$ cat config.mk
export PLATFORM = sky130hd
export DESIGN_NAME = fetch_unit_flat
export DESIGN_NICKNAME = d
export VERILOG_FILES = /design/src/rtl/fetch_unit_if.sv /design/src/rtl/fetch_unit.sv /design/src/flat_wrapper.sv
export SDC_FILE = /design/constraint.sdc
export NUM_CORES = 1
export LEC_CHECK = 0
export BUFFER_PORTS_ARGS = -buffer_cell sky130_fd_sc_hd__buf_2
export CELL_PAD_IN_SITES_DETAIL_PLACEMENT = 0
export CELL_PAD_IN_SITES_GLOBAL_PLACEMENT = 1
export CORE_ASPECT_RATIO = 0.8
export CORE_MARGIN = 2
export CORE_UTILIZATION = 30
export CTS_BUF_LIST = sky130_fd_sc_hd__clkbuf_16
export DETAILED_ROUTE_END_ITERATION = 7
export PLACE_DENSITY_LB_ADDON = 0.15
export SETUP_SLACK_MARGIN = 0.2
export SYNTH_ARGS = -nofsm -noshare
export SYNTH_HDL_FRONTEND = slang
export SYNTH_SLANG_ARGS = --single-unit
$ cat constraint.sdc
create_clock -name clk -period 5.33 [get_ports clk]
set_clock_uncertainty 0.2 [all_clocks]
set_input_delay 0.2665 -clock clk [delete_from_list [all_inputs] [get_ports clk]]
set_output_delay 0.2665 -clock clk [all_outputs]
set_load 0.005 [all_outputs]
$ cat src/rtl/fetch_unit_if.sv
// Fetch-stage bus: the ROM read port and the decoder-facing instruction
// handshake, bundled so fetch_unit has a single bus port.
//   master : fetch_unit side (drives ROM address/enable and the instruction)
//   slave  : ROM + decoder side (drives ROM data, ready and jump requests)
// Signals:
//   rom_addr, rom_read_en, rom_data      ROM read port
//   instr_valid, instr_ready             instruction handshake
//   opcode, imm, has_imm, instr_pc       instruction payload
//   jump_en, jump_addr                   jump request from the decoder
//   halted                               HLT retired, fetch stopped
interface fetch_unit_if #(
  parameter int ADDR_W = 4,
  parameter int DATA_W = 8
);
  logic [ADDR_W-1:0] rom_addr;
  logic              rom_read_en;
  logic [DATA_W-1:0] rom_data;
  logic              instr_valid;
  logic              instr_ready;
  logic [DATA_W-1:0] opcode;
  logic [DATA_W-1:0] imm;
  logic              has_imm;
  logic [ADDR_W-1:0] instr_pc;
  logic              jump_en;
  logic [ADDR_W-1:0] jump_addr;
  logic              halted;

  modport master (
    output rom_addr, rom_read_en, instr_valid, opcode, imm, has_imm,
           instr_pc, halted,
    input  rom_data, instr_ready, jump_en, jump_addr
  );

  modport slave (
    input  rom_addr, rom_read_en, instr_valid, opcode, imm, has_imm,
           instr_pc, halted,
    output rom_data, instr_ready, jump_en, jump_addr
  );
endinterface

$ cat src/rtl/fetch_unit.sv
// Instruction fetch stage. Holds the PC, reads the combinational program
// ROM, assembles one- or two-byte instructions and offers them to the
// decoder over a valid/ready handshake. Applies decoder jump targets and
// stops fetching for good (until reset) once HLT is accepted.
// Ports:
//   clk    system clock, rising edge
//   rst_n  asynchronous active-low reset
//   bus    fetch_unit_if.master (ROM port + decoder handshake)
//
// state     | meaning
// ----------+-----------------------------------------------------------
// FETCH_OP  | read opcode byte at pc
// FETCH_IMM | read imm8 byte at pc (two-byte opcodes only)
// HOLD      | instruction presented, waiting for instr_ready
// HALT      | HLT accepted; no reads, no valid, exit only via reset
module fetch_unit #(
  parameter int          ADDR_W    = 4,
  parameter int          DATA_W    = 8,
  parameter logic [3:0]  IMM_OPC_A = 4'hB,
  parameter logic [3:0]  IMM_OPC_B = 4'hC,
  parameter logic [7:0]  HLT_OPC   = 8'hF0
) (
  input  logic          clk,
  input  logic          rst_n,
  fetch_unit_if.master  bus
);

  typedef enum logic [1:0] {
    FETCH_OP  = 2'd0,
    FETCH_IMM = 2'd1,
    HOLD      = 2'd2,
    HALT      = 2'd3
  } state_e;

  state_e            state_q;
  logic [ADDR_W-1:0] pc_q;
  logic [ADDR_W-1:0] instr_pc_q;
  logic [DATA_W-1:0] opcode_q;
  logic [DATA_W-1:0] imm_q;
  logic              has_imm_q;
  logic              instr_valid_q;
  logic              halted_q;
  logic              two_byte;

  assign two_byte = (bus.rom_data[DATA_W-1 -: 4] == IMM_OPC_A) ||
                    (bus.rom_data[DATA_W-1 -: 4] == IMM_OPC_B);

  assign bus.rom_addr    = pc_q;
  // Gated by rst_n so the ROM is idle for the whole reset pulse.
  assign bus.rom_read_en = rst_n & ((state_q == FETCH_OP) || (state_q == FETCH_IMM));
  assign bus.instr_valid = instr_valid_q;
  assign bus.opcode      = opcode_q;
  assign bus.imm         = imm_q;
  assign bus.has_imm     = has_imm_q;
  assign bus.instr_pc    = instr_pc_q;
  assign bus.halted      = halted_q;

  always_ff @(posedge clk or negedge rst_n) begin
    if (!rst_n) begin
      state_q       <= FETCH_OP;
      pc_q          <= '0;
      instr_pc_q    <= '0;
      opcode_q      <= '0;
      imm_q         <= '0;
      has_imm_q     <= 1'b0;
      instr_valid_q <= 1'b0;
      halted_q      <= 1'b0;
    end else begin
      case (state_q)
        FETCH_OP: begin
          opcode_q   <= bus.rom_data;
          instr_pc_q <= pc_q;
          pc_q       <= pc_q + 1'b1;
          if (two_byte) begin
            state_q <= FETCH_IMM;
          end else begin
            imm_q         <= '0;
            has_imm_q     <= 1'b0;
            instr_valid_q <= 1'b1;
            state_q       <= HOLD;
          end
        end
        FETCH_IMM: begin
          // pc wraps naturally, so an opcode at the top address takes its imm from 0.
          imm_q         <= bus.rom_data;
          has_imm_q     <= 1'b1;
          pc_q          <= pc_q + 1'b1;
          instr_valid_q <= 1'b1;
          state_q       <= HOLD;
        end
        HOLD: begin
          if (bus.instr_ready) begin
            instr_valid_q <= 1'b0;
            // HLT takes priority over a simultaneous jump; pc is left alone.
            if (opcode_q == HLT_OPC) begin
              halted_q <= 1'b1;
              state_q  <= HALT;
            end else begin
              if (bus.jump_en) pc_q <= bus.jump_addr;
              state_q <= FETCH_OP;
            end
          end
        end
        HALT: begin
          state_q <= HALT;
        end
        default: state_q <= FETCH_OP;
      endcase
    end
  end

endmodule

$ cat src/flat_wrapper.sv
// flat-port wrapper written by rule: the top's interface ports become plain ports
module fetch_unit_flat 
#(
  parameter int          ADDR_W    = 4,
  parameter int          DATA_W    = 8,
  parameter logic [3:0]  IMM_OPC_A = 4'hB,
  parameter logic [3:0]  IMM_OPC_B = 4'hC,
  parameter logic [7:0]  HLT_OPC   = 8'hF0
)
  (clk, rst_n, bus_rom_addr, bus_rom_read_en, bus_instr_valid, bus_opcode, bus_imm, bus_has_imm, bus_instr_pc, bus_halted, bus_rom_data, bus_instr_ready, bus_jump_en, bus_jump_addr);
  fetch_unit_if #(.ADDR_W(ADDR_W), .DATA_W(DATA_W)) bus_i ();
  input  logic clk;
  input  logic rst_n;
  output wire logic [$bits(bus_i.rom_addr)-1:0] bus_rom_addr;
  output wire logic [$bits(bus_i.rom_read_en)-1:0] bus_rom_read_en;
  output wire logic [$bits(bus_i.instr_valid)-1:0] bus_instr_valid;
  output wire logic [$bits(bus_i.opcode)-1:0] bus_opcode;
  output wire logic [$bits(bus_i.imm)-1:0] bus_imm;
  output wire logic [$bits(bus_i.has_imm)-1:0] bus_has_imm;
  output wire logic [$bits(bus_i.instr_pc)-1:0] bus_instr_pc;
  output wire logic [$bits(bus_i.halted)-1:0] bus_halted;
  input wire logic [$bits(bus_i.rom_data)-1:0] bus_rom_data;
  input wire logic [$bits(bus_i.instr_ready)-1:0] bus_instr_ready;
  input wire logic [$bits(bus_i.jump_en)-1:0] bus_jump_en;
  input wire logic [$bits(bus_i.jump_addr)-1:0] bus_jump_addr;
  assign bus_rom_addr = bus_i.rom_addr;
  assign bus_rom_read_en = bus_i.rom_read_en;
  assign bus_instr_valid = bus_i.instr_valid;
  assign bus_opcode = bus_i.opcode;
  assign bus_imm = bus_i.imm;
  assign bus_has_imm = bus_i.has_imm;
  assign bus_instr_pc = bus_i.instr_pc;
  assign bus_halted = bus_i.halted;
  assign bus_i.rom_data = bus_rom_data;
  assign bus_i.instr_ready = bus_instr_ready;
  assign bus_i.jump_en = bus_jump_en;
  assign bus_i.jump_addr = bus_jump_addr;
  fetch_unit #(.ADDR_W(ADDR_W), .DATA_W(DATA_W), .IMM_OPC_A(IMM_OPC_A), .IMM_OPC_B(IMM_OPC_B), .HLT_OPC(HLT_OPC)) u_core (.clk(clk), .rst_n(rst_n), .bus(bus_i));
endmodule
Word-level counts from Yosys, hierarchy flattened --
Cells that the tools add are included.
Storage, ports and cells: bits in registers 29, bits in latches 0, memory bits (writable) 0, bits in read-only memories 0, input port bits 16, output and inout port bits 28, word-level logic and storage cells 46, memories 0
Operators by class: add/subtract/negate cells 1, multipliers 0, divide/modulo/power cells 0, magnitude comparators 0, eq/ne operators 10, shift-type cells 0, mux-type cells 15, bitwise gates (word level) 1, reduce and logical (&&, ||, !) cells 11
Operators with widths (number):
- 8-bit one-hot mux with 2 select lines | 1
- 4-bit 2-to-1 mux | 3
- 4-bit equality test, second input constant | 2
- 8-bit equality test, second input constant | 1
- 8-bit 2-to-1 mux | 1
- 2-bit != test, second input constant | 4
- 2-bit one-hot mux with 4 select lines | 1
- 4-bit one-hot mux with 2 select lines | 1
- 2-bit 2-to-1 mux | 3
- 3-bit AND reduction | 2
- 4-bit by 1-bit adder with 4-bit output, second input constant | 1
- 2-bit equality test, second input constant | 2
- 4-bit AND reduction | 1
- 2-bit nonzero test | 2
- 1-bit 2-to-1 mux | 3
- 1-bit one-hot mux with 3 select lines | 1
- 3-bit nonzero test | 1
- 2-bit by 1-bit equality test with 1-bit output, second input constant | 1
- 2-bit logical NOT | 1
- 1-bit logical OR | 2
- 1-bit one-hot mux with 2 select lines | 1
- 2-bit AND reduction | 1
- 2-bit OR reduction | 1
- 1-bit AND | 1

Longest topological paths before layout --
depth in word-level cells 4, gate-level depth with buffers 7, mapped depth without buffers 6

Least setup slack after synthesis --
No wires, ideal clock.
path kind reg2reg, start register u_core.state_q[0], end register u_core.pc_q[0], in the netlist u_core.bus.rom_addr[0], arrival time 1.701 ns, data required time 5.005 ns, setup slack 3.304 ns, stages on the path, launching flop included 7, cells stage by stage dfrtp_1 inv_1 ha_1 or3b_4 nor4_4 nand2b_2 mux2_4
On the way: cells in the longest elaborated chain, start to end 4, elaborated cells between the ends (all ways) 10, those cells by class 5 x eq/ne; 1 x mux; 4 x reduce/logical
Ends and longest elaborated chain:
- start, declared | RTL line fetch_unit.sv:35 | state_e state_q;
- start signal, assigned | RTL line fetch_unit.sv:60 | state_q <= FETCH_OP;
- start signal, assigned | RTL line fetch_unit.sv:75 | state_q <= FETCH_IMM;
- start signal, assigned | RTL line fetch_unit.sv:80 | state_q <= HOLD;
- 2-bit by 1-bit equality test with 1-bit output / 2-bit logical NOT (equally long branches) | RTL line fetch_unit.sv:69 | case (state_q)
- 2-bit OR reduction (no line)
- 2-bit nonzero test (no line)
- 4-bit AND reduction (no line)
- end signal, assigned | RTL line fetch_unit.sv:73 | pc_q <= pc_q + 1'b1;
- end signal, assigned | RTL line fetch_unit.sv:87 | pc_q <= pc_q + 1'b1;
- end signal, assigned | RTL line fetch_unit.sv:99 | if (bus.jump_en) pc_q <= bus.jump_addr;
- end, declared | RTL line fetch_unit.sv:36 | logic [ADDR_W-1:0] pc_q;
Parallel ways exist; a longest one is shown, timed or not. A chain may end at the register's enable or synchronous reset.

Final worst setup path --
start register u_core.state_q[0], end register u_core.pc_q[1], in the netlist u_core.bus.rom_addr[1]
The elaborated chain is that of the path after synthesis.

==> summary.txt <==
Place
  – Port Buffers: 43
  – Routability Congestion: between 0.6 and 0.7
  – Placed Area: around 1600 um2
  – Post-DP HPWL: ~2200 um

Final layout
  – Ratio of cells with drive above 1 in the final layout: a little under half
  – Final net count: between 150 and 200
  – Final core occ: a little over two fifths
  – P&R area growth vs syn: 32.9%
  – Fillers: ~420
  – Fin area: approximately 1800 um2
  – Diodes inserted: 0
  – Register area: 726 um2
  – Area of the multi-input gates: roughly 570 um2
  – Commonest non-fill, non-tap cell in the layout: buf_2
  – Commonest cells after routing, fill and taps aside: 43 x buf_2, 29 x dfrtp_1, 14 x mux2_2, 8 x a22o_1, 6 x inv_1

Timing
  – Worst-Margin Slew: 0.786 ns
  – WHS: roughly 0.038 ns
  – Fin crit period: 2.50 ns
  – Fin. max-slew vios: 0
  – Final setup TNS: 0 ns
  – Worst slew margin: a little under half
  – Final Hold Fails: 0
  – Period Utilization, post-route: 47.0%
  – Unrepaired setup endpoints after global routing: no
  – Final setup vio count: 0
  – F_max: 0.400 GHz

Detailed routing
  – Routed vias/inst: ~4.8
  – Drt first pass iters: 4
  – # DRC: 0
  – Final antenna-violating net count: 0
  – Wire per inst: 14.2 um
  – DRT iter0 DRCs: 38
  – Final WL: around 3000 um
  – Via count: slightly below 1000

Hold path
  – Hold Path Class: in2reg
  – Hold Path Sink: u_core.bus.imm[2]
  – Hold Path Stages: 2
  – Worst Min Path Start: bus_rom_data[2]

Synthesis
  – Yosys warns: 0
  – Most used DFF post-synth: dfrtp_1
  – Cells after synthesis: just over 100
  – Synthesized cell area: 1340 um2
  – Register area share after synthesis: ~54%
  – Syn nets: 124
  – Synth cell types: 30
  – EDFF count, synth: 0
  – Ys async rst share: 100%
  – Yosys reg bits: 29
  – Syn avg cell area: between 10 and 15 um2

Clocking
  – Clock Sinks: 29
  – Max clock buf depth: 2
  – Root Driver: clkbuf_16
  – Post-CTS Setup Inserts: 0
  – CTS Buf Count: 5
  – Latest clock arrival within the worst-skew pair: about 0.27 ns
  – CTS tree: done
  – H-tree Lvls: 2
  – Clock Pin Slew Worst Setup and Hold Paths: 0.05 ns

Floorplan
  – Placement Rows: 21
  – Die Height: approximately 64 um
  – IO Pins: 44
  – Initial Util: 31.6%
  – Die area: 5000 um2
  – Die width: roughly 80 um
  – Core Area: approximately 4200 um2

GRT
  – Grt total ovfl: 0
  – Initial antenna violation count: 0
  – Vias in the first global route: ~1000
  – Largest net degree at the start of global routing: 31
  – GRT Util Overall: about an eighth
  – First-pass GRT wire length: 5030 um

Setup path
  – Worst Path Max Fanout: 11
  – Buf/Inv on CP: 1
  – R2R Path Start: u_core.state_q[0]
  – Worst Setup Start Kind: flip-flop
  – Worst reg2reg path depth: 6
  – Worst path required time: around 5.3 ns
  – Internal reg-to-reg setup slack: 2.83 ns
  – Element type at the critical path end: flip-flop
  – Crit path DAT: between 2 and 2.5 ns
  – Crit path cell chain: inv_1, ha_1, or3b_4, nor4_4, nand2b_2, mux2_4
  – Critical path's top delay family: simple AND/OR/NAND/NOR gates
  – Critical path class: reg2reg
  – Slowest CP cell: or3b_4
  – Critical path's largest stage delay: between 0.4 and 0.5 ns
  – R2R Path End: u_core.bus.rom_addr[1]

Pwr
  – Leak: 0.948 nW
  – Peak VDD IR: approximately 120 uV
  – PwrDens: slightly above 300 nW/um2

Run status
  – Status: completed

Job
  – MaxCap Viol Count: 0
how the worst max path moves through the flow:
stage | start | end | slack (ns) | depth (start not counted)
after floorplan | u_core.state_q[0] | u_core.bus.rom_addr[0] | 3.30 | 6
after global placement | u_core.state_q[0] | u_core.bus.rom_addr[0] | 2.77 | 6
after detailed placement | u_core.state_q[0] | u_core.bus.rom_addr[1] | 2.77 | 6
after CTS | u_core.state_q[0] | u_core.bus.rom_addr[0] | 2.76 | 6
after global routing | u_core.state_q[0] | u_core.bus.rom_addr[0] | 2.66 | 6
final | u_core.state_q[0] | u_core.bus.rom_addr[1] | 2.83 | 6
metal layers:
layer	routed length [um]	global-route usage [%]	vias to the layer above
met3	166	4.44	4
li1	-	-	469
met4	31	5.26	0
met2	1290	19.2	24
met5	0	0	-
met1	1470	17.8	492
repair_timing:
action                    in CTS  in global routing
gates resized for setup        0                  0
hold endpoints to repair      29                  0
hold buffers                   1                  0
cell usage after synthesis, types with 3 or more instances:
cell / count / area [um2]
buf_2: 4 / 20.0
inv_1: 5 / 18.8
dfrtp_1: 29 / 726
a22o_1: 8 / 70.1
nand2_1: 3 / 11.3
mux2_2: 14 / 158
nor2_1: 3 / 11.3
ha_1: 5 / 62.6
o211ai_1: 3 / 22.5
report_power, final:
part	internal (mW)	switching, mW	leakage (nW)	total [mW]
registers	0.221	0	0.384	0.221
clock network	0.216	0.0874	0.0826	0.303
logic	0.00506	0.00806	0.481	0.0131
total	0.442	0.0954	0.948	0.537
sequential cells by signal, summed over array words and instances (netlist names):
name	count
u_core.bus.instr_pc	4
u_core.bus.instr_valid	1
u_core.state_q	2
u_core.bus.has_imm	1
u_core.bus.opcode	8
u_core.bus.rom_addr	4
u_core.bus.halted	1
u_core.bus.imm	8
area by class of cell:
cell class	count	share of cell area, %
clock inverter	3	2.12
timing repair buffer	44	12.7
multi-input combinational	65	32.2
inverter	5	1.06
sequential	29	40.9
tap	57	4.02
clock buffer	5	7.05
cells by family after synthesis:
kind of cell             Yosys count  synth area share, %
flip-flops                        29                 54.4
AO/OA/AOI/OAI                     25                 14.2
AND/OR/NAND/NOR                   18                 9.09
multiplexers                      17                 14.8
buffers and inverters              9                 2.91
adder cells (fa/ha/maj)            5                 4.69
per-stage QoR:
stage	instances	total power, mW	setup slack, ns
2_1_floorplan	103	0.225	3.30
5_1_grt	208	0.561	2.66
6_report	208	0.537	2.83
4_1_cts	208	0.548	2.76
3_3_place_gp	199	0.237	2.77
3_5_place_dp	199	0.237	2.77
No activity file was read; power rests on OpenSTA's default activity.
